--- src/rtl/cla_adder_pipe.sv ---
// Pipelined hierarchical carry-lookahead adder/subtractor with a valid/ready handshake.
// Define CLA_ADDER_PIPE_FLAGS_EN to compute and pipeline the ovf and zero status flags.
module cla_adder_pipe #(
   parameter int unsigned WIDTH  = 32,
   parameter int unsigned STAGES = 2
) (
   input  logic             clk,
   input  logic             rst,
   input  logic             in_valid,
   output logic             in_ready,
   input  logic [WIDTH-1:0] a,
   input  logic [WIDTH-1:0] b,
   input  logic             ci,
   input  logic             sub,
   output logic             out_valid,
   input  logic             out_ready,
   output logic [WIDTH-1:0] sum,
   output logic             co,
   output logic             ovf,
   output logic             zero
);

   // Number of 4-ary lookahead levels needed to cover WIDTH bits.
   function automatic int unsigned calc_nl(input int unsigned w);
      int unsigned nl;
      nl = 0;
      for (int unsigned k = 4; k >= 1; k--) begin
         if ((32'd1 << (2 * k)) >= w) nl = k;
      end
      return nl;
   endfunction

   localparam int unsigned NL = calc_nl(WIDTH);
   localparam int unsigned NP = NL + 2;

   typedef logic [NL:0][WIDTH-1:0] tree_t;

   typedef struct packed {
      tree_t            tp;
      tree_t            tg;
      logic             cin;
      logic [WIDTH-1:0] sum;
      logic             co;
`ifdef CLA_ADDER_PIPE_FLAGS_EN
      logic             ovf;
      logic             zero;
`endif
   } pay_t;

   function automatic int unsigned nodes(input int unsigned k);
      return (WIDTH + (32'd1 << (2 * k)) - 1) >> (2 * k);
   endfunction

   function automatic pay_t prep(input logic [WIDTH-1:0] a_i, input logic [WIDTH-1:0] b_i,
                                 input logic ci_i, input logic sub_i);
      pay_t             r;
      logic [WIDTH-1:0] beff;
      r       = '0;
      beff    = b_i ^ {WIDTH{sub_i}};
      r.tp[0] = a_i ^ beff;
      r.tg[0] = a_i & beff;
      r.cin   = ci_i | sub_i;
      return r;
   endfunction

   // Group P/G for level k; children beyond the operand width act as pure propagate.
   function automatic pay_t up_level(input pay_t x, input int unsigned k);
      pay_t        r;
      logic [3:0]  cp, cg;
      int unsigned idx;
      r = x;
      for (int unsigned i = 0; i < WIDTH; i++) begin
         if (i < nodes(k)) begin
            for (int unsigned m = 0; m < 4; m++) begin
               idx = 4 * i + m;
               if (idx < nodes(k - 1)) begin
                  cp[m] = x.tp[k-1][idx];
                  cg[m] = x.tg[k-1][idx];
               end else begin
                  cp[m] = 1'b1;
                  cg[m] = 1'b0;
               end
            end
            r.tp[k][i] = &cp;
            r.tg[k][i] = cg[3] | (cp[3] & cg[2]) | (cp[3] & cp[2] & cg[1])
                       | (cp[3] & cp[2] & cp[1] & cg[0]);
         end
      end
      return r;
   endfunction

   // Carries flow from the root back down to bit level, then form the sum and flags.
   function automatic pay_t down_sweep(input pay_t x);
      pay_t        r;
      tree_t       cn;
      logic [3:0]  cp, cg, cc;
      logic        c;
      int unsigned idx;
      r         = x;
      cn        = '0;
      cn[NL][0] = x.cin;
      for (int unsigned k = NL; k >= 1; k--) begin
         for (int unsigned i = 0; i < WIDTH; i++) begin
            if (i < nodes(k)) begin
               c = cn[k][i];
               for (int unsigned m = 0; m < 4; m++) begin
                  idx = 4 * i + m;
                  if (idx < nodes(k - 1)) begin
                     cp[m] = x.tp[k-1][idx];
                     cg[m] = x.tg[k-1][idx];
                  end else begin
                     cp[m] = 1'b1;
                     cg[m] = 1'b0;
                  end
               end
               cc[0] = c;
               cc[1] = cg[0] | (cp[0] & c);
               cc[2] = cg[1] | (cp[1] & cg[0]) | (cp[1] & cp[0] & c);
               cc[3] = cg[2] | (cp[2] & cg[1]) | (cp[2] & cp[1] & cg[0]) | (cp[2] & cp[1] & cp[0] & c);
               for (int unsigned m = 0; m < 4; m++) begin
                  idx = 4 * i + m;
                  if (idx < nodes(k - 1)) cn[k-1][idx] = cc[m];
               end
            end
         end
      end
      r.sum = x.tp[0] ^ cn[0];
      r.co  = x.tg[NL][0] | (x.tp[NL][0] & x.cin);
`ifdef CLA_ADDER_PIPE_FLAGS_EN
      r.ovf  = cn[0][WIDTH-1] ^ r.co;
      r.zero = ~|r.sum;
`endif
      return r;
   endfunction

   // Phase j (1..NL up-levels, then the down-sweep) lands in front of register j*STAGES/NP.
   function automatic pay_t stage_fn(input pay_t x, input int unsigned s);
      pay_t r;
      r = x;
      for (int unsigned j = 1; j < NP; j++) begin
         if ((j * STAGES) / NP == s) begin
            if (j <= NL) r = up_level(r, j);
            else         r = down_sweep(r);
         end
      end
      return r;
   endfunction

   pay_t              pipe_q [STAGES];
   pay_t              pipe_d [STAGES];
   logic [STAGES-1:0] vld_q, vld_d;
   logic              adv;

   always_comb begin
      adv       = ~vld_q[STAGES-1] | out_ready;
      pipe_d[0] = stage_fn(prep(a, b, ci, sub), 0);
      vld_d[0]  = in_valid;
      for (int unsigned s = 1; s < STAGES; s++) begin
         pipe_d[s] = stage_fn(pipe_q[s-1], s);
         vld_d[s]  = vld_q[s-1];
      end
   end

   always_ff @(posedge clk or posedge rst) begin
      if (rst) begin
         vld_q <= '0;
         for (int unsigned s = 0; s < STAGES; s++) pipe_q[s] <= '0;
      end else if (adv) begin
         vld_q  <= vld_d;
         pipe_q <= pipe_d;
      end
   end

   assign in_ready  = adv;
   assign out_valid = vld_q[STAGES-1];
   assign sum       = pipe_q[STAGES-1].sum;
   assign co        = pipe_q[STAGES-1].co;
`ifdef CLA_ADDER_PIPE_FLAGS_EN
   assign ovf       = pipe_q[STAGES-1].ovf;
   assign zero      = pipe_q[STAGES-1].zero;
`else
   assign ovf       = 1'b0;
   assign zero      = 1'b0;
`endif

endmodule

--- config.mk ---
export PLATFORM = sky130hd
export DESIGN_NAME = cla_adder_pipe
export DESIGN_NICKNAME = d
export VERILOG_FILES = /design/src/rtl/cla_adder_pipe.sv
export SDC_FILE = /design/constraint.sdc
export NUM_CORES = 1
export LEC_CHECK = 0
export CAP_MARGIN = 15
export CORE_ASPECT_RATIO = 0.7
export CORE_UTILIZATION = 50
export DETAILED_ROUTE_END_ITERATION = 8
export PLACE_DENSITY_LB_ADDON = 0.25
export SYNTH_ARGS = -nofsm -noshare
export SYNTH_HDL_FRONTEND = slang
export SYNTH_SLANG_ARGS = --single-unit
--- constraint.sdc ---
create_clock -name clk -period 8.68 [get_ports clk]
set_input_delay 2.604 -clock clk [delete_from_list [all_inputs] [get_ports clk]]
set_output_delay 2.604 -clock clk [all_outputs]
set_load 0.02 [all_outputs]
==> flow_metrics.tcl <==
set metrics [dict create \
    met2_usage_pct 33.87 \
    fin_cells 888 \
    ys_types 38 \
    synth-xor-area-share_pct 8.378 \
    max-vdd-ir-drop_mv 0.1388 \
    path_max_fanout 2 \
    avgSynthCellArea_um2 8.835 \
    hold_viol_final 0 \
    setup_violations 0 \
    grt_usage_pct 22.13 \
    timing.final.crit_share_pct 74.05 \
    yosys.area_share.simple_pct 20.28 \
    slew_headroom_pct 33.09 \
    cts.repair.resized 0 \
    yosysSeqAreaShare_pct 47.87 \
    synth_compound_area_share_pct 11.81 \
    clock_skew_ns 0.01018 \
    tritoncts "done" \
    postRouteAntennaNets 0 \
    drtIter0Drc 311 \
    use_met3_pct 5.036 \
    htreeDepth 3 \
    grt_pass1_vias 4337 \
    grt_setup_unrepaired "false" \
    grt_use_met1_pct 31.56 \
    cp.required_ns 6.08 \
    power_density_mw_per_mm2 245.2 \
    nNetsFinal 840 \
    dieArea_mm2 0.01173 \
    ys_ff_latch 108 \
    rows 32 \
    wl_per_cell_um 13.77 \
    hold_class "reg2reg" \
    critPathLaunchType "primary input" \
    antenna_found_initial 0 \
    synth-adder-area-share_pct 8.865 \
    port_buffers 104 \
    r2r_slack_ns 6.63 \
    syn_inst 639 \
    cts-buffers-inserted 9 \
    coreArea_mm2 0.01101 \
    drc 0 \
    cts_hold_buf 0 \
    drv_cap 0 \
    viasPerCell 5.120 \
    top_usage_layer "met2" \
    p_leak_nw 3.386 \
    status "completed" \
    fmax_mhz 155.6 \
    die_h_um 90.90 \
    cp-end-kind "primary output" \
    vias 4547 \
    clock_path_buffers 2 \
    die_w_um 129 \
    worst_pin_slew_ns 1.004 \
    ys_warn_count 0 \
    path_class "in2out" \
    post-dp-hpwl_mm 8.722 \
    first_pass_iters 8 \
    grt_pass1_wl_mm 20.16 \
    grt_max_degree 91 \
    drive_above_1_share_pct 4.490 \
    worst_skew_pair.late_latency_ns 0.34 \
    syn2layout_area_growth_pct 26.06 \
    diodes 0 \
    fin_hold_ws_ns 0.4662 \
    layout_commonest_cell "nand2_1" \
    postCtsSetupBuffers 0 \
    most-common-layout-cells "238 x nand2_1, 108 x dfrtp_1, 103 x clkdlybuf4s50_1" \
    boundaryPins 107 \
    placed_area_mm2 0.006789 \
    wirelength_mm 12.23 \
    initial_core_util_pct 51.27 \
    clockRootBuffer "clkbuf_16" \
    gr-total-overflow 0 \
    muxShareOfSynthArea_pct 0.1995 \
    netlist_area_mm2 0.005645 \
    synth_top_family_by_area "simple AND/OR/NAND/NOR gates" \
    placed_cells 872 \
    slew_violations 0 \
    clock-sinks 108 \
    tns_ns 0 \
    gp_congestion 0.8060 \
    clk_pin_slew_ns 0.07 \
    worstPathArrival_ns 3.82 \
    fin_area_mm2 0.007117 \
    period_minus_slack_ns 6.428 \
]
[layer usage]
metal,up-vias,part of all wire (%)
li1,2287,-
met1,2127,50
met2,119,44
met3,14,5.7
met4,0,0.94
met5,-,0
[state kept, by name (all words and copies together) (netlist names)]
name,cells
vld_q,2
co,1
sum,32
pipe_d,73
[synthesized netlist by cell type, drive strengths merged]
cell      n  area (µm²)
a211oi    7       80.08
a21o      8       63.82
a21oi    27       135.1
a22oi     1       7.510
a31oi     3       18.77
buf      14       71.31
clkbuf   15       56.30
conb      1       3.750
dfrtp   108        2703
ha       40       500.5
inv       4       15.01
mux2      1       11.26
nand2   238       893.4
nand2b    1       6.260
nand4     8       50.05
nor2     32       120.1
nor2b     2       12.51
nor3      6       30.03
nor4      1       6.260
o211ai    3       27.52
o21a      2       15.01
o21ai    49       245.2
o21bai    7       52.55
o22a      1       8.760
o22ai     2       12.51
or2       1       6.260
or3       2       12.51
or4       1       7.510
xnor2     4       35.03
xor2     50       437.9
[critical path: stages]
cell	delay [ns]
clkdlybuf4s50_1	0.52
nor2b_4	0.06
inv_2	0.05
clkdlybuf4s50_1	0.59
[logic make-up after synthesis]
group,Yosys count
AND/OR/NAND/NOR,292
AO/OA/AOI/OAI,110
XOR/XNOR,54
adder cells (fa/ha/maj),40
flip-flops,108
buffers and inverters,33
other,1
multiplexers,1
[worst paths after layout]
path	startpoint	endpoint	depth (start not counted)
setup / recovery	out_ready	in_ready	4
hold / removal	vld_q[0]$_DFFE_PP0P_	vld_q[0]$_DFFE_PP0P_	2
setup reg to reg	vld_q[1]$_DFFE_PP0P_	pipe_d[98]$_DFFE_PP0P_	6
hold reg to reg	vld_q[0]$_DFFE_PP0P_	vld_q[0]$_DFFE_PP0P_	2
max in group asynchronous	rst	pipe_d[227]$_DFFE_PP0P_	3
min in group asynchronous	rst	sum[12]$_DFFE_PP0P_	2
[power by group]
group / leakage, nW / switching [mW] / total [mW] / internal [mW]
clock network: 0.156 / 0.179 / 0.441 / 0.262
logic: 1.90 / 0.314 / 0.587 / 0.273
registers: 1.33 / 0.0913 / 0.716 / 0.625
total: 3.39 / 0.585 / 1.74 / 1.16
[stage by stage]
step                setup slack (ns)  util [%]  power [mW]
floorplan                      2.788         -       1.061
finish                         2.252     64.64       1.745
detailed placement             2.245     61.66       1.313
global route                   2.221     64.64       1.850
global placement               2.235     61.66       1.295
CTS                            2.237     64.64       1.758
[cell type report]
class,count,area [µm²]
Fill cell,913,3894
Multi-Input combinational cell,499,2811
Sequential cell,108,2703
Timing Repair Buffer,108,1066
Clock buffer,11,242.7
Tap cell,153,191.4
Clock inverter,5,85.08
Inverter,4,17.52
(Power assumes the default switching activity.)
